===== config.mk =====
export PLATFORM = sky130hd
export DESIGN_NAME = program_loader
export DESIGN_NICKNAME = d
export VERILOG_FILES = /design/src/rtl/program_loader_pkg.sv /design/src/rtl/program_loader_word_assembler.sv /design/src/rtl/program_loader.sv
export SDC_FILE = /design/constraint.sdc
export NUM_CORES = 1
export LEC_CHECK = 0
export ABC_AREA = 1
export CAP_MARGIN = 20
export CORE_MARGIN = 5
export CORE_UTILIZATION = 55
export CTS_BUF_LIST = sky130_fd_sc_hd__clkbuf_4 sky130_fd_sc_hd__clkbuf_8
export CTS_CLUSTER_DIAMETER = 40
export CTS_CLUSTER_SIZE = 14
export DETAILED_ROUTE_END_ITERATION = 10
export GPL_TIMING_DRIVEN = 0
export PLACE_DENSITY_LB_ADDON = 0.2
export SLEW_MARGIN = 0
export SYNTH_ARGS = -nofsm -noshare
export SYNTH_HDL_FRONTEND = slang
export SYNTH_SLANG_ARGS = --single-unit
export TNS_END_PERCENT = 10

===== constraint.sdc =====
create_clock -name clock -period 3.5 [get_ports clock]
set_input_delay 0.7 -clock clock [delete_from_list [all_inputs] [get_ports clock]]
set_output_delay 0.7 -clock clock [all_outputs]
set_load 0.1 [all_outputs]

===== src/rtl/program_loader_pkg.sv =====
// Shared types and constants for the program loader: FSM states, stream framing and default sizes.
package program_loader_pkg;

    typedef enum logic [2:0] {
        IDLE,
        LEN_HI,
        LEN_LO,
        DATA,
        CHK,
        GAP,
        RUN,
        ERR
    } state_e;

    localparam int HDR_BYTES      = 2;
    localparam int BYTES_PER_WORD = 4;
    localparam int DEFAULT_ADDR_W = 9;

endpackage


===== src/rtl/program_loader_word_assembler.sv =====
// Big-endian byte-to-word packer: every BYTES_PER_WORD accepted bytes yield one word,
// presented on word_o with a single-cycle word_valid_o on the cycle after the last byte.
module word_assembler
    import program_loader_pkg::*;
(
    input  logic        clock,
    input  logic        reset_n,
    input  logic        clear_i,
    input  logic        byte_valid_i,
    input  logic [7:0]  byte_i,
    output logic        word_valid_o,
    output logic [31:0] word_o
);
    localparam int CNT_W = $clog2(BYTES_PER_WORD);
    localparam int SR_W  = 8 * (BYTES_PER_WORD - 1);

    logic [CNT_W-1:0] cnt_q;
    logic [SR_W-1:0]  sr_q;
    logic [31:0]      word_q;
    logic             valid_q;

    // The shift register keeps filling while word_q is still being presented downstream.
    always_ff @(posedge clock or negedge reset_n) begin
        if (!reset_n) begin
            cnt_q   <= '0;
            sr_q    <= '0;
            word_q  <= '0;
            valid_q <= 1'b0;
        end else begin
            valid_q <= 1'b0;
            if (clear_i) begin
                cnt_q <= '0;
                sr_q  <= '0;
            end else if (byte_valid_i) begin
                if (cnt_q == CNT_W'(BYTES_PER_WORD - 1)) begin
                    word_q  <= {sr_q, byte_i};
                    valid_q <= 1'b1;
                    cnt_q   <= '0;
                end else begin
                    sr_q  <= {sr_q[SR_W-9:0], byte_i};
                    cnt_q <= cnt_q + CNT_W'(1);
                end
            end
        end
    end

    assign word_valid_o = valid_q;
    assign word_o       = word_q;

endmodule


===== src/rtl/program_loader.sv =====
// Byte-stream program loader: parses a length header, writes packed words into instruction RAM,
// then raises working. Define PROGRAM_LOADER_CHECKSUM_EN to require a trailing XOR checksum byte.
module program_loader
    import program_loader_pkg::*;
#(
    parameter int ADDR_W    = DEFAULT_ADDR_W,
    parameter int MAX_WORDS = 512
) (
    input  logic              clock,
    input  logic              reset_n,
    input  logic              start,
    input  logic              in_valid,
    input  logic [7:0]        in_data,
    output logic              in_ready,
    output logic [ADDR_W-1:0] addr,
    output logic              wr,
    output logic [31:0]       wdata,
    output logic              working,
    output logic              busy,
    output logic              error,
    output logic [ADDR_W:0]   words_loaded
);
`ifdef PROGRAM_LOADER_CHECKSUM_EN
    localparam state_e AFTER_DATA = CHK;
`else
    localparam state_e AFTER_DATA = GAP;
`endif

    state_e          state_q, state_d;
    logic [7:0]      len_hi_q;
    logic [ADDR_W:0] last_idx_q;
    logic [ADDR_W:0] idx_q;
    logic [15:0]     len_rx;
    logic            xfer;
    logic            start_ok;
    logic            last_wr;
    logic            len_bad;
`ifdef PROGRAM_LOADER_CHECKSUM_EN
    logic [7:0]      chk_q;
`endif

    assign xfer     = in_valid && in_ready;
    assign start_ok = start && !busy;
    assign last_wr  = wr && (idx_q == last_idx_q);
    assign len_rx   = {len_hi_q, in_data};
    assign len_bad  = (len_rx == 16'd0) || (len_rx > 16'(MAX_WORDS));

    // Nothing more is taken in DATA once the final word is being written.
    assign in_ready = (state_q == LEN_HI) || (state_q == LEN_LO) || (state_q == CHK)
                   || ((state_q == DATA) && !last_wr);
    assign busy     = state_q inside {LEN_HI, LEN_LO, DATA, CHK, GAP};
    assign working  = (state_q == RUN);
    assign error    = (state_q == ERR);
    assign addr         = wr ? idx_q[ADDR_W-1:0] : '0;
    assign words_loaded = idx_q + (ADDR_W+1)'(wr);

    word_assembler u_asm (
        .clock        (clock),
        .reset_n      (reset_n),
        .clear_i      (start_ok),
        .byte_valid_i (xfer && (state_q == DATA)),
        .byte_i       (in_data),
        .word_valid_o (wr),
        .word_o       (wdata)
    );

    always_comb begin
        state_d = state_q;
        case (state_q)
            IDLE, RUN, ERR: if (start_ok) state_d = LEN_HI;
            LEN_HI:         if (xfer) state_d = LEN_LO;
            LEN_LO:         if (xfer) state_d = len_bad ? ERR : DATA;
            DATA:           if (last_wr) state_d = AFTER_DATA;
`ifdef PROGRAM_LOADER_CHECKSUM_EN
            CHK:            if (xfer) state_d = (in_data == chk_q) ? GAP : ERR;
`endif
            GAP:            state_d = RUN;
            default:        state_d = IDLE;
        endcase
    end

    always_ff @(posedge clock or negedge reset_n) begin
        if (!reset_n) begin
            state_q    <= IDLE;
            len_hi_q   <= '0;
            last_idx_q <= '0;
            idx_q      <= '0;
        end else begin
            state_q <= state_d;
            if ((state_q == LEN_HI) && xfer) begin
                len_hi_q <= in_data;
            end
            if ((state_q == LEN_LO) && xfer) begin
                last_idx_q <= (ADDR_W+1)'(len_rx - 16'd1);
            end
            if (start_ok) begin
                idx_q <= '0;
            end else if (wr) begin
                idx_q <= idx_q + (ADDR_W+1)'(1);
            end
        end
    end

`ifdef PROGRAM_LOADER_CHECKSUM_EN
    always_ff @(posedge clock or negedge reset_n) begin
        if (!reset_n) begin
            chk_q <= '0;
        end else if (start_ok) begin
            chk_q <= '0;
        end else if ((state_q == DATA) && xfer) begin
            chk_q <= chk_q ^ in_data;
        end
    end
`endif

endmodule


Word level (Yosys, flattened, before mapping). Cells that the tools add are included.

Bits in registers: 90. Bits of input ports: 12. Output and inout port bits: 56. Logic and storage cells: 68.

$add $sub $neg: 4. $lt $le $gt $ge: 1. Equality and inequality tests: 14. Mux-type cells: 18. Bitwise gates (word level): 1. Reduce and logical (&&, ||, !) cells: 22.

Operators with widths (number): $mux W24 (3); $mux W10 (2); $gt A16 B10 Y1 const B (1); $logic_not A16 Y1 (1); $mux W3 (5); $pmux W3 S5 (1); $eq A3 B3 Y1 const B (4); $add A10 B1 Y10 (1); $add A10 B1 Y10 const B (1); $eq A10 B10 Y1 (1); $ne A2 B2 Y1 const B (5); $sub A10 B1 Y10 const B (1); $mux W9 (1); $logic_and A1 B1 Y1 (7); $eq A3 B2 Y1 const B (2); $mux W2 (3); $reduce_bool A5 Y1 (1); $logic_or A1 B1 Y1 (4); $reduce_and A4 Y1 (1); $reduce_bool A2 Y1 (2); $eq A3 B1 Y1 const B (1); $logic_not A3 Y1 (1); $mux W1 (3); $reduce_and A3 Y1 (1); 6 further kinds (7).

Longest topological paths before layout. Gate-level depths: netlist of the first run.

Depth in word-level cells: 9. Mapped depth: 16. Gate-level depth less buffers: 14.

Hierarchy. A second synthesis of the first run with hierarchy kept.

Cell total of the unflattened synthesis: 551. Area total of the unflattened synthesis: 4541.9 um^2.

By module, submodules not included: word_assembler (times used 1, cells an instance 265, area an instance 2533.7 um^2, sequential area each 1476.4 um^2); program_loader (times used 1, cells an instance 286, area an instance 2008.2 um^2, sequential area each 775.7 um^2).

Worst setup path before layout of the first run. No wires, ideal clock.

Path kind: reg-to-output. Start: register u_asm.valid_q, in the netlist u_asm.word_valid_o. End: output port words_loaded[8]. Data arrival time: 4.069 ns. Data required time: 2.800 ns. Slack: -1.269 ns. Cell stages (with the launch flop): 7. Buffers on the path: 0. Cell sequence: dfrtp_1 -> ha_1 -> ha_1 -> nand3_1 -> nor2_1 -> nand2_1 -> xor2_1.

Cells in the longest elaborated chain, start to end: 1.

Ends and longest elaborated chain: start, declared (RTL line program_loader_word_assembler.sv:20) `logic valid_q;`; start signal, assigned (RTL line program_loader_word_assembler.sv:28) `valid_q <= 1'b0;`; start signal, assigned (RTL line program_loader_word_assembler.sv:30) `valid_q <= 1'b0;`; start signal, assigned (RTL line program_loader_word_assembler.sv:37) `valid_q <= 1'b1;`; $add A10 B1 Y10 (RTL line program_loader.sv:55) `assign words_loaded = idx_q + (ADDR_W+1)'(wr);`; end, declared (RTL line program_loader.sv:21) `output logic [ADDR_W:0] words_loaded`.

No other way between the ends.

Final worst setup path of the first run.
Start: register idx_q[6]. End: output port words_loaded[7].

Cells in the longest elaborated chain, start to end: 1.

Ends and longest elaborated chain: start, declared (RTL line program_loader.sv:32) `logic [ADDR_W:0] idx_q;`; start signal, assigned (RTL line program_loader.sv:99) `idx_q <= idx_q + (ADDR_W+1)'(1);`; $add A10 B1 Y10 (RTL line program_loader.sv:55).

No other way between the ends.

==> impl_metrics.prom, run 1 <==
# TYPE chip_impl_metric gauge
chip_impl_metric{name="synthDistinctLibCells",unit=""} 30
chip_impl_metric{name="layout_worst_path_cycle_share",unit="%"} 96.1
chip_impl_metric{name="drtPass1Iterations",unit=""} 7
chip_impl_info{name="synth_flop_cell",value="dfrtp_1"} 1
chip_impl_metric{name="yosys_warnings",unit=""} 0
chip_impl_metric{name="initial_utilization",unit="%"} 57.0
chip_impl_metric{name="layout_min_cycle_time",unit="ns"} 3.36
chip_impl_metric{name="seq_area_frac_synth",unit="%"} 50.9
chip_impl_metric{name="actual_transition_at_the_worst_max_transition_pin",unit="ns"} 0.985
chip_impl_metric{name="die_h",unit="um"} 99.7
chip_impl_metric{name="multi_input_area",unit="um2"} 1870
chip_impl_metric{name="vdd_drop_max",unit="uV"} 487
chip_impl_metric{name="maximum_number_of_pins_on_one_net_before_global_route_repair",unit=""} 50
chip_impl_metric{name="final_layout_size_suffix_gt1_share",unit="%"} 9.28
chip_impl_metric{name="track_usage",unit="%"} 21.4
chip_impl_metric{name="htree_levels",unit=""} 3
chip_impl_metric{name="avgSynthCellArea",unit="um2"} 7.73
chip_impl_metric{name="placedCellCount",unit=""} 743
chip_impl_metric{name="wl",unit="mm"} 10.2
chip_impl_metric{name="coreArea",unit="um2"} 7770
chip_impl_metric{name="worst-endpoint-required",unit="ns"} 2.80
chip_impl_metric{name="critical_path_arrival",unit="ns"} 2.66
chip_impl_metric{name="holdBufCountCts",unit=""} 0
chip_impl_metric{name="dpl-instance-area",unit="um2"} 5330
chip_impl_metric{name="final_critical_path_setup_slack",unit="ns"} 0.136
chip_impl_metric{name="synth_top_area_share",unit="%"} 50.9
chip_impl_metric{name="placement.io_buffers",unit=""} 67
chip_impl_metric{name="power_density",unit="nW/um2"} 718
chip_impl_metric{name="final.setup_skew",unit="ns"} 0.0129
chip_impl_metric{name="n_antenna_cell",unit=""} 0
chip_impl_info{name="clock_tree.root_cell",value="clkbuf_8"} 1
chip_impl_metric{name="final.fill_count",unit=""} 626
chip_impl_metric{name="stdcell_area",unit="um2"} 5550
chip_impl_metric{name="fp.dieArea",unit="um2"} 9950
chip_impl_info{name="timing.setup.critical_path_class",value="register to primary output"} 1
chip_impl_metric{name="boundaryPins",unit=""} 68
chip_impl_metric{name="final_cell_count_without_fillers",unit=""} 759
chip_impl_metric{name="slew_headroom",unit="%"} 34.2
chip_impl_metric{name="num_rows",unit=""} 32
chip_impl_info{name="crit_path_start_kind",value="register"} 1
chip_impl_metric{name="path_clk_slew",unit="ns"} 0.10
chip_impl_metric{name="critPathMaxFanout",unit=""} 5
chip_impl_metric{name="cellLeakagePower",unit="nW"} 2.99
chip_impl_metric{name="max_cap_violations",unit=""} 0
chip_impl_metric{name="final-max-slew-violation-count",unit=""} 0
chip_impl_metric{name="finalWeightedCongestion",unit=""} 0.846
chip_impl_metric{name="route.detailed.vias_per_inst",unit=""} 5.08
chip_impl_metric{name="syn_area",unit="um2"} 4430
chip_impl_metric{name="antenna_violations_before_repair",unit=""} 0
chip_impl_info{name="worstHoldPathType",value="input pin to asynchronous set/reset pin"} 1
chip_impl_metric{name="cts_setup_buffers",unit=""} 0
chip_impl_metric{name="tritoncts.num_buffers",unit=""} 9
chip_impl_info{name="critPathCaptureType",value="primary output"} 1
chip_impl_metric{name="synthToLayoutAreaGrowth",unit="%"} 25.2
chip_impl_metric{name="fmaxAchievable",unit="GHz"} 0.297
chip_impl_metric{name="grt_pass1_wl",unit="mm"} 17.1
chip_impl_metric{name="dr_vias",unit=""} 3859
chip_impl_metric{name="report.final.hold_viol_count",unit=""} 0
chip_impl_metric{name="place_ws",unit="ns"} -0.0567
chip_impl_metric{name="globalRoute.totalOverflow",unit=""} 0
chip_impl_metric{name="wl_per_cell",unit="um"} 13.4
chip_impl_metric{name="async_reset_ff_share",unit="%"} 100
chip_impl_info{name="synthTopCellsByArea",value="dfrtp_1 (51%), nand2_1 (19%), nand3_1 (6.1%)"} 1
chip_impl_metric{name="synth_fp_nets",unit=""} 590
chip_impl_metric{name="finalSetupViolCount",unit=""} 0
chip_impl_metric{name="grt_pass1_vias",unit=""} 3697
chip_impl_metric{name="dp_hpwl",unit="mm"} 7.50
chip_impl_metric{name="cts.sink_count",unit=""} 90
chip_impl_metric{name="syn-instance-count",unit=""} 573
chip_impl_info{name="synth_top_cell_by_area",value="dfrtp_1"} 1
chip_impl_metric{name="antenna_left",unit=""} 0
chip_impl_metric{name="clock_latency",unit="ns"} 0.36
chip_impl_metric{name="drt_drc_violations_left",unit=""} 0
chip_impl_info{name="cts_tree",value="built"} 1
chip_impl_metric{name="layout.nets",unit=""} 669
chip_impl_info{name="run_status",value="finished, final reports clean"} 1
chip_impl_metric{name="yosys_register_bits",unit=""} 90
chip_impl_metric{name="die-width",unit="um"} 99.7
chip_impl_metric{name="synth-edff-count",unit=""} 0
chip_impl_info{name="rsz0062_at_grt",value="no"} 1
chip_impl_metric{name="initialDrtViolationCount",unit=""} 218
chip_impl_metric{name="clk_path_buf_depth",unit=""} 2
chip_impl_metric{name="final-seq-area",unit="um2"} 2250
==> worst max-delay path, cell delays in order, from the launching register on <==
cell and delay [ns]:
dfrtp_1 0.50, inv_1 0.11, nor3_1 0.26, nand3_1 0.15
xor2_2 0.13, clkdlybuf4s50_1 1.14
==> synth_stat cells (4+ instances only) <==
cell and n:
nand2_1 227, dfrtp_1 90, inv_1 63, nand3_1 54
nor2_1 31, xor2_1 18, o21ai_0 17, buf_2 12
a21oi_1 7, inv_2 7, o21ai_1 7, nor3_1 6
ha_1 5, buf_4 4
==> layout by cell type (no fill, tap or decap), types with 2 or more instances in the layout <==
| cell type | netlist | layout |
|---|---|---|
| nand2_1 | 227 | 227 |
| dfrtp_1 | 90 | 90 |
| inv_1 | 63 | 63 |
| clkdlybuf4s50_1 | 0 | 60 |
| nand3_1 | 54 | 54 |
| nor2_1 | 31 | 31 |
| o21ai_0 | 17 | 17 |
| buf_2 | 12 | 12 |
| xor2_1 | 18 | 10 |
| clkbuf_8 | 0 | 9 |
| xor2_2 | 0 | 7 |
| inv_2 | 7 | 7 |
| a21oi_1 | 7 | 7 |
| o21ai_1 | 7 | 7 |
| nor3_1 | 6 | 6 |
| buf_4 | 4 | 5 |
| ha_1 | 5 | 4 |
| clkbuf_1 | 3 | 3 |
| clkinv_1 | 3 | 3 |
| xnor2_1 | 2 | 2 |
| nand2_2 | 2 | 2 |
| nand3_2 | 2 | 2 |
| nor2_4 | 2 | 2 |
| a31oi_1 | 2 | 2 |
| clkinv_8 | 0 | 2 |
| dlymetal6s2s_1 | 0 | 2 |
| dlygate4sd2_1 | 0 | 2 |
==> registers in the layout, indices dropped and copies added (netlist names) <==
name,count
u_asm.cnt_q,2
state_q,3
idx_q,10
len_hi_q,8
last_idx_q,10
u_asm.word_o,32
u_asm.word_valid_o,1
u_asm.sr_q,24
==> through the flow <==
stage	hold WS (ns)	TNS, ns	utilization, %	power (mW)
final	0.319	0	71.4	3.98
after global routing	0.346	0	71.4	4.22
after CTS	0.328	0	71.4	4.00
after detailed placement	0.460	-0.0567	68.6	3.22
after global placement	0.455	-134.07	68.2	3.17
after floorplan	0.404	-1.40	-	2.80
==> routing by layer <==
metal | global-route usage, % | routed length, um
met5 | 0 | 0
met4 | 5.78 | 104
met3 | 4.28 | 547
met2 | 33.6 | 4830
met1 | 30.4 | 4720
==> cells by family (layout without fill, tap and decap cells) <==
group                      after synthesis  in the layout  share of synthesized area [%]
and+or+nand+nor                        331            331                           31.2
DFF                                     90             90                           50.9
xor gates and xnor gates                20             20                           3.96
buffers and inverters                   92            176                           8.48
adders and majority gates                5              5                           1.41
AOI/OAI and AO/OA                       35             35                           4.13
==> power breakdown <==
part	internal, mW	switching [mW]	total, mW	leakage [nW]
clock network	0.351	0.412	0.763	0.107
logic	0.468	1.20	1.67	1.68
registers	1.33	0.219	1.55	1.20
total	2.15	1.83	3.98	2.99
==> final timing paths <==
kind | start | end | cells past startpoint | slack, ns
max in group asynchronous | reset_n | u_asm.word_o[15]$_DFFE_PN0P_ | 2 | 2.57
setup / recovery | idx_q[6]$_DFFE_PN0P_ | words_loaded[7] | 5 | 0.14
hold reg to reg | u_asm.word_o[17]$_DFFE_PN0P_ | u_asm.word_o[17]$_DFFE_PN0P_ | 2 | 0.48
min in group clock | u_asm.word_o[17]$_DFFE_PN0P_ | u_asm.word_o[17]$_DFFE_PN0P_ | 2 | 0.48
setup reg to reg | idx_q[8]$_DFFE_PN0P_ | u_asm.word_o[2]$_DFFE_PN0P_ | 14 | 1.46
hold / removal | reset_n | state_q[0]$_DFFE_PN0P_ | 1 | 0.32
==> layout make-up <==
| class | instances | share of cell area [%] |
|---|---|---|
| Multi-Input combinational cell | 391 | 33.8 |
| Tap cell | 102 | 2.30 |
| Clock inverter | 7 | 1.78 |
| Buffer | 19 | 1.83 |
| Sequential cell | 90 | 40.6 |
| Timing Repair Buffer | 68 | 12.5 |
| Clock buffer | 9 | 2.23 |
| Inverter | 73 | 4.94 |
==> timing repair <==
item	in CTS	in global routing
endpoints found under the hold margin	0	0
endpoints found under the setup margin	4	4
resized for setup	6	5
pin swaps	0	0
Power figures use the tool's default switching activity.
==> run 2: changes to the inputs <==
Settings changed: CELL_PAD_IN_SITES_DETAIL_PLACEMENT set to 2, CELL_PAD_IN_SITES_GLOBAL_PLACEMENT set to 2, CORE_UTILIZATION 55 to 35.
==> impl_metrics.prom, run 2 (same netlist as run 1, synthesis figures left out) <==
# TYPE chip_impl_metric gauge
chip_impl_metric{name="total_power",unit="mW"} 4.14
chip_impl_metric{name="die_h",unit="um"} 122
chip_impl_metric{name="stdcell_area",unit="um2"} 5640
chip_impl_metric{name="path_clk_slew",unit="ns"} 0.10
chip_impl_metric{name="finalWeightedCongestion",unit=""} 0.783
chip_impl_metric{name="largest_reg_flops",unit=""} 32
chip_impl_metric{name="synthToLayoutAreaGrowth",unit="%"} 27.4
chip_impl_metric{name="route.detailed.vias_per_inst",unit=""} 4.84
chip_impl_metric{name="layout_min_cycle_time",unit="ns"} 3.39
chip_impl_metric{name="fin_tns_setup",unit="ns"} 0
chip_impl_metric{name="dpl-instance-area",unit="um2"} 5410
chip_impl_metric{name="final_cell_count_without_fillers",unit=""} 829
chip_impl_metric{name="cellLeakagePower",unit="nW"} 3.10
chip_impl_info{name="layout_commonest_cell",value="nand2_1"} 1
chip_impl_metric{name="detail_route.wirelength.met1",unit="mm"} 6.34
chip_impl_info{name="critPathCaptureType",value="primary output"} 1
chip_impl_metric{name="initial_utilization",unit="%"} 35.4
chip_impl_info{name="timing.setup.critical_path_class",value="register to primary output"} 1
chip_impl_metric{name="finalSetupViolCount",unit=""} 0
chip_impl_metric{name="critPathMaxFanout",unit=""} 10
chip_impl_metric{name="dr_vias",unit=""} 4016
chip_impl_metric{name="final_layout_size_suffix_gt1_share",unit="%"} 9.44
chip_impl_metric{name="fin_util",unit="%"} 45.1
chip_impl_metric{name="initialDrtViolationCount",unit=""} 123
chip_impl_metric{name="layout_worst_path_cycle_share",unit="%"} 96.8
chip_impl_metric{name="max_cap_violations",unit=""} 0
chip_impl_metric{name="met3_wirelength",unit="um"} 441
chip_impl_info{name="crit_path_start_kind",value="register"} 1
chip_impl_metric{name="antenna_violations_before_repair",unit=""} 0
chip_impl_metric{name="actual_transition_at_the_worst_max_transition_pin",unit="ns"} 1.01
chip_impl_metric{name="final.hold.worst_slack",unit="ns"} 0.304
chip_impl_metric{name="layout.nets",unit=""} 669
chip_impl_metric{name="globalRoute.totalOverflow",unit=""} 0
chip_impl_metric{name="slew_headroom",unit="%"} 32.2
chip_impl_metric{name="antenna_left",unit=""} 0
chip_impl_info{name="layout_common_cells",value="nand2_1 (227), dfrtp_1 (90), inv_1 (63)"} 1
chip_impl_metric{name="power_density",unit="nW/um2"} 734
chip_impl_metric{name="tritoncts.num_buffers",unit=""} 9
chip_impl_metric{name="clk_path_buf_depth",unit=""} 2
chip_impl_metric{name="drt_drc_violations_left",unit=""} 0
chip_impl_metric{name="htree_levels",unit=""} 3
chip_impl_metric{name="n_antenna_cell",unit=""} 0
chip_impl_metric{name="drtPass1Iterations",unit=""} 4
chip_impl_metric{name="maximum_number_of_pins_on_one_net_before_global_route_repair",unit=""} 50
chip_impl_metric{name="final-max-slew-violation-count",unit=""} 0
chip_impl_metric{name="vdd_drop_max",unit="uV"} 327
chip_impl_metric{name="final_critical_path_setup_slack",unit="ns"} 0.111
chip_impl_metric{name="die-width",unit="um"} 122
chip_impl_info{name="cts_tree",value="built"} 1
chip_impl_metric{name="grt_pass1_vias",unit=""} 4474
chip_impl_metric{name="grt_pass1_wl",unit="mm"} 23.3
chip_impl_metric{name="placement.io_buffers",unit=""} 67
chip_impl_metric{name="boundaryPins",unit=""} 68
chip_impl_metric{name="num_rows",unit=""} 41
chip_impl_metric{name="place_ws",unit="ns"} -0.175
chip_impl_metric{name="wl",unit="mm"} 13.8
chip_impl_metric{name="wl_per_cell",unit="um"} 16.6
chip_impl_metric{name="clock_latency",unit="ns"} 0.38
chip_impl_metric{name="dp_hpwl",unit="mm"} 10.6
chip_impl_metric{name="worst-endpoint-required",unit="ns"} 2.80
chip_impl_info{name="run_status",value="finished, final reports clean"} 1
chip_impl_info{name="clock_tree.root_cell",value="clkbuf_8"} 1
chip_impl_metric{name="final.setup_skew",unit="ns"} 0.0108
chip_impl_metric{name="coreArea",unit="um2"} 12500
chip_impl_info{name="rsz0062_at_grt",value="no"} 1
chip_impl_metric{name="placedCellCount",unit=""} 813
chip_impl_metric{name="fp.dieArea",unit="um2"} 15000
chip_impl_metric{name="met2RoutedLength",unit="mm"} 6.81
chip_impl_metric{name="fmaxAchievable",unit="GHz"} 0.295
chip_impl_metric{name="critical_path_arrival",unit="ns"} 2.69
chip_impl_metric{name="report.final.hold_viol_count",unit=""} 0
chip_impl_metric{name="cts_setup_buffers",unit=""} 0
chip_impl_metric{name="cts.sink_count",unit=""} 90
chip_impl_info{name="worstHoldPathType",value="input pin to asynchronous set/reset pin"} 1
chip_impl_metric{name="track_usage",unit="%"} 20.1
chip_impl_info{name="uppermost_routed_layer",value="met4"} 1
[run 2: cell type report]
type | instances | area (um2)
Clock inverter | 7 | 106
Clock buffer | 9 | 124
Inverter | 73 | 274
Sequential cell | 90 | 2250
Tap cell | 172 | 215
Fill cell | 1499 | 6880
Buffer | 19 | 101
Multi-Input combinational cell | 391 | 1870
Timing Repair Buffer | 68 | 693
[run 2: report_power, final]
part	total [mW]	internal [mW]	switching [mW]
registers	1.55	1.33	0.225
clock network	0.853	0.416	0.436
logic	1.73	0.460	1.27
total	4.14	2.20	1.93
[run 2: critical path: stages, from the launching register on]
cell	delay, ns
dfrtp_1	0.52
clkbuf_1	0.47
nand2_1	0.11
inv_1	0.07
clkdlybuf4s50_1	1.13
[run 2: routing by layer]
metal  global-route usage, %  vias up
met5                       0        -
met4                    6.30        0
met3                    3.00       17
met2                    34.5       66
met1                    26.2     2025
li1                        -     1908
[run 2: timing repair]
action | CTS | global route
gates resized for setup | 12 | 10
hold buffers | 0 | 0
endpoints found under the setup margin | 7 | 9
hold endpoints to repair | 0 | 0
[run 2: final timing paths]
path	from	to	slack, ns	cells past startpoint
setup / recovery	u_asm.word_valid_o$_DFF_PN0_	addr[3]	0.11	4
hold / removal	reset_n	idx_q[5]$_DFFE_PN0P_	0.30	1
setup reg to reg	idx_q[3]$_DFFE_PN0P_	u_asm.word_o[0]$_DFFE_PN0P_	1.36	15
hold reg to reg	u_asm.word_o[22]$_DFFE_PN0P_	u_asm.word_o[22]$_DFFE_PN0P_	0.48	2
max in group asynchronous	reset_n	u_asm.word_o[3]$_DFFE_PN0P_	2.54	2
min in group clock	u_asm.word_o[22]$_DFFE_PN0P_	u_asm.word_o[22]$_DFFE_PN0P_	0.48	2
==> run 3: changes to the inputs <==
Settings changed: CORE_UTILIZATION 35 to 41, DONT_BUFFER_PORTS set to 1.
Clock period 3.5 ns to 4 ns, I/O delays scaled along.
==> impl_metrics.prom, run 3 (same netlist as run 1, synthesis figures left out) <==
# TYPE chip_impl_metric gauge
chip_impl_metric{name="die-width",unit="um"} 114
chip_impl_info{name="layout_commonest_cell",value="nand2_1"} 1
chip_impl_metric{name="num_rows",unit=""} 38
chip_impl_metric{name="path_clk_slew",unit="ns"} 0.10
chip_impl_info{name="worstHoldPathType",value="input pin to asynchronous set/reset pin"} 1
chip_impl_metric{name="globalRoute.totalOverflow",unit=""} 0
chip_impl_metric{name="report.final.hold_viol_count",unit=""} 0
chip_impl_metric{name="final-seq-area",unit="um2"} 2260
chip_impl_info{name="timing.setup.critical_path_class",value="register to primary output"} 1
chip_impl_metric{name="grt_pass1_vias",unit=""} 4296
chip_impl_info{name="run_status",value="finished, final reports clean"} 1
chip_impl_metric{name="drt_drc_violations_left",unit=""} 0
chip_impl_metric{name="dp_hpwl",unit="mm"} 9.66
chip_impl_metric{name="final_layout_size_suffix_gt1_share",unit="%"} 10.5
chip_impl_info{name="rsz0062_at_grt",value="no"} 1
chip_impl_metric{name="cellLeakagePower",unit="nW"} 2.70
chip_impl_metric{name="critical_path_arrival",unit="ns"} 3.02
chip_impl_info{name="critPathCaptureType",value="primary output"} 1
chip_impl_info{name="layout_common_cells",value="nand2_1 (227), dfrtp_1 (89), inv_1 (63)"} 1
chip_impl_metric{name="fmaxAchievable",unit="GHz"} 0.262
chip_impl_metric{name="n_antenna_cell",unit=""} 0
chip_impl_metric{name="p_int",unit="mW"} 1.70
chip_impl_metric{name="antenna_violations_before_repair",unit=""} 0
chip_impl_metric{name="depth_of_the_worst_register_to_register_path",unit=""} 13
chip_impl_metric{name="route.detailed.vias_per_inst",unit=""} 5.18
chip_impl_metric{name="clk_path_buf_depth",unit=""} 2
chip_impl_metric{name="slew_headroom",unit="%"} 19.9
chip_impl_metric{name="wl",unit="mm"} 13.2
chip_impl_metric{name="p_comb_share",unit="%"} 32.2
chip_impl_metric{name="layout_worst_path_cycle_share",unit="%"} 95.5
chip_impl_metric{name="grt_pass1_wl",unit="mm"} 22.5
chip_impl_metric{name="layout.nets",unit=""} 602
chip_impl_metric{name="initial_utilization",unit="%"} 41.4
chip_impl_metric{name="clkPwrFrac",unit="%"} 17.7
chip_impl_info{name="cp-startpoint",value="u_asm.word_valid_o$_DFF_PN0_"} 1
chip_impl_metric{name="final.fill_count",unit=""} 1253
chip_impl_metric{name="coreArea",unit="um2"} 10700
chip_impl_metric{name="wl_per_cell",unit="um"} 18.1
chip_impl_metric{name="drtPass1Iterations",unit=""} 4
chip_impl_metric{name="final.hold.worst_slack",unit="ns"} 0.128
chip_impl_metric{name="holdBufCountCts",unit=""} 0
chip_impl_metric{name="finalWeightedCongestion",unit=""} 0.801
chip_impl_metric{name="final-max-slew-violation-count",unit=""} 0
chip_impl_info{name="regToRegEndpoint",value="u_asm.word_o[29]$_DFFE_PN0P_"} 1
chip_impl_metric{name="layout_min_cycle_time",unit="ns"} 3.82
chip_impl_metric{name="final_critical_path_setup_slack",unit="ns"} 0.181
chip_impl_metric{name="final.setup_skew",unit="ns"} 0.0119
chip_impl_metric{name="worst-endpoint-required",unit="ns"} 3.20
chip_impl_metric{name="cts_setup_buffers",unit=""} 0
chip_impl_metric{name="total_switching_power",unit="mW"} 1.63
chip_impl_metric{name="pwr-share-seq",unit="%"} 50.1
chip_impl_metric{name="antenna_left",unit=""} 0
chip_impl_metric{name="htree_levels",unit=""} 3
chip_impl_info{name="crit_path_start_kind",value="register"} 1
chip_impl_info{name="clock_tree.root_cell",value="clkbuf_8"} 1
chip_impl_metric{name="boundaryPins",unit=""} 68
chip_impl_metric{name="slack_of_the_worst_reg_to_reg_path",unit="ns"} 1.33
chip_impl_metric{name="actual_transition_at_the_worst_max_transition_pin",unit="ns"} 1.20
chip_impl_metric{name="swShare",unit="%"} 48.9
chip_impl_metric{name="place_ws",unit="ns"} -0.350
chip_impl_metric{name="max_cap_violations",unit=""} 0
chip_impl_metric{name="power_density",unit="nW/um2"} 678
chip_impl_metric{name="vdd_drop_max",unit="uV"} 317
chip_impl_metric{name="dr_vias",unit=""} 3781
chip_impl_info{name="worst_setup_path_endpoint",value="words_loaded[8]"} 1
chip_impl_metric{name="tritoncts.num_buffers",unit=""} 9
chip_impl_metric{name="critPathMaxFanout",unit=""} 7
chip_impl_metric{name="initialDrtViolationCount",unit=""} 150
chip_impl_metric{name="cts.sink_count",unit=""} 90
chip_impl_metric{name="placement.io_buffers",unit=""} 0
chip_impl_metric{name="fin_util",unit="%"} 45.9
chip_impl_metric{name="synthToLayoutAreaGrowth",unit="%"} 10.8
chip_impl_metric{name="fp.dieArea",unit="um2"} 13000
chip_impl_metric{name="track_usage",unit="%"} 21.7
chip_impl_metric{name="largest_reg_flops",unit=""} 32
chip_impl_metric{name="clock_latency",unit="ns"} 0.36
chip_impl_metric{name="die_h",unit="um"} 114
chip_impl_metric{name="multi_input_area",unit="um2"} 1910
chip_impl_info{name="cts_tree",value="built"} 1
chip_impl_info{name="regToRegStartpoint",value="u_asm.word_valid_o$_DFF_PN0_"} 1
chip_impl_metric{name="finalSetupViolCount",unit=""} 0
chip_impl_metric{name="maximum_number_of_pins_on_one_net_before_global_route_repair",unit=""} 91
## run 3: layout make-up
type                    count  area share (%)
plain buffers              19            2.07
clock buffers              10            2.68
clock inverters             6           0.994
inverters                  73            5.58
multi-input cells         391            38.8
flip-flops and latches     90            46.0
well taps                 140            3.57
repair buffers              1           0.306
## run 3: routing by layer
metal	routed length, um	track usage, %	up-vias
met1	5990	28.5	1921
met2	6510	36.4	72
met5	0	0	-
met4	123	5.78	0
met3	615	4.99	10
li1	-	-	1778
## run 3: repair_timing
item	CTS	global route
pin swaps	1	2
setup endpoints to repair	8	1
endpoints found under the hold margin	0	0
resized for setup	4	1
## run 3: power groups by stage
stage / logic [mW] / clock network (mW) / registers, mW
final: 1.07 / 0.590 / 1.67
after global routing: 1.21 / 0.658 / 1.70
after CTS: 1.09 / 0.614 / 1.67
after detailed placement: 1.08 / 0 / 1.68
after global placement: 1.00 / 0 / 1.66
after floorplan: 0.843 / 0 / 1.61
## run 3: critical path, cell delays in order, from the launching register on
cell and delay, ns:
dfrtp_4 0.68, ha_4 0.43, ha_1 0.29, nand3_1 0.20, nor2_2 0.26, nand2_1 0.17, xor2_4 0.61
## run 3: per-stage QoR
stage | power [mW] | setup TNS (ns) | std cells | instance area, um2
after global routing | 3.57 | 0 | 730 | 4910
after detailed placement | 2.76 | -0.702 | 714 | 4700
after global placement | 2.66 | -1.29 | 713 | 4650
after floorplan | 2.45 | -0.416 | 573 | 4480
after CTS | 3.38 | 0 | 730 | 4900
final | 3.33 | 0 | 730 | 4910
## run 3: worst min path at each step
stage | start | end
after floorplan | u_asm.sr_q[18]$_DFFE_PN0P_ | u_asm.word_o[26]$_DFFE_PN0P_
after global placement | u_asm.sr_q[18]$_DFFE_PN0P_ | u_asm.word_o[26]$_DFFE_PN0P_
after detailed placement | u_asm.sr_q[21]$_DFFE_PN0P_ | u_asm.word_o[29]$_DFFE_PN0P_
after CTS | reset_n | u_asm.word_o[11]$_DFFE_PN0P_
after global routing | reset_n | u_asm.word_o[11]$_DFFE_PN0P_
final | reset_n | u_asm.word_o[11]$_DFFE_PN0P_
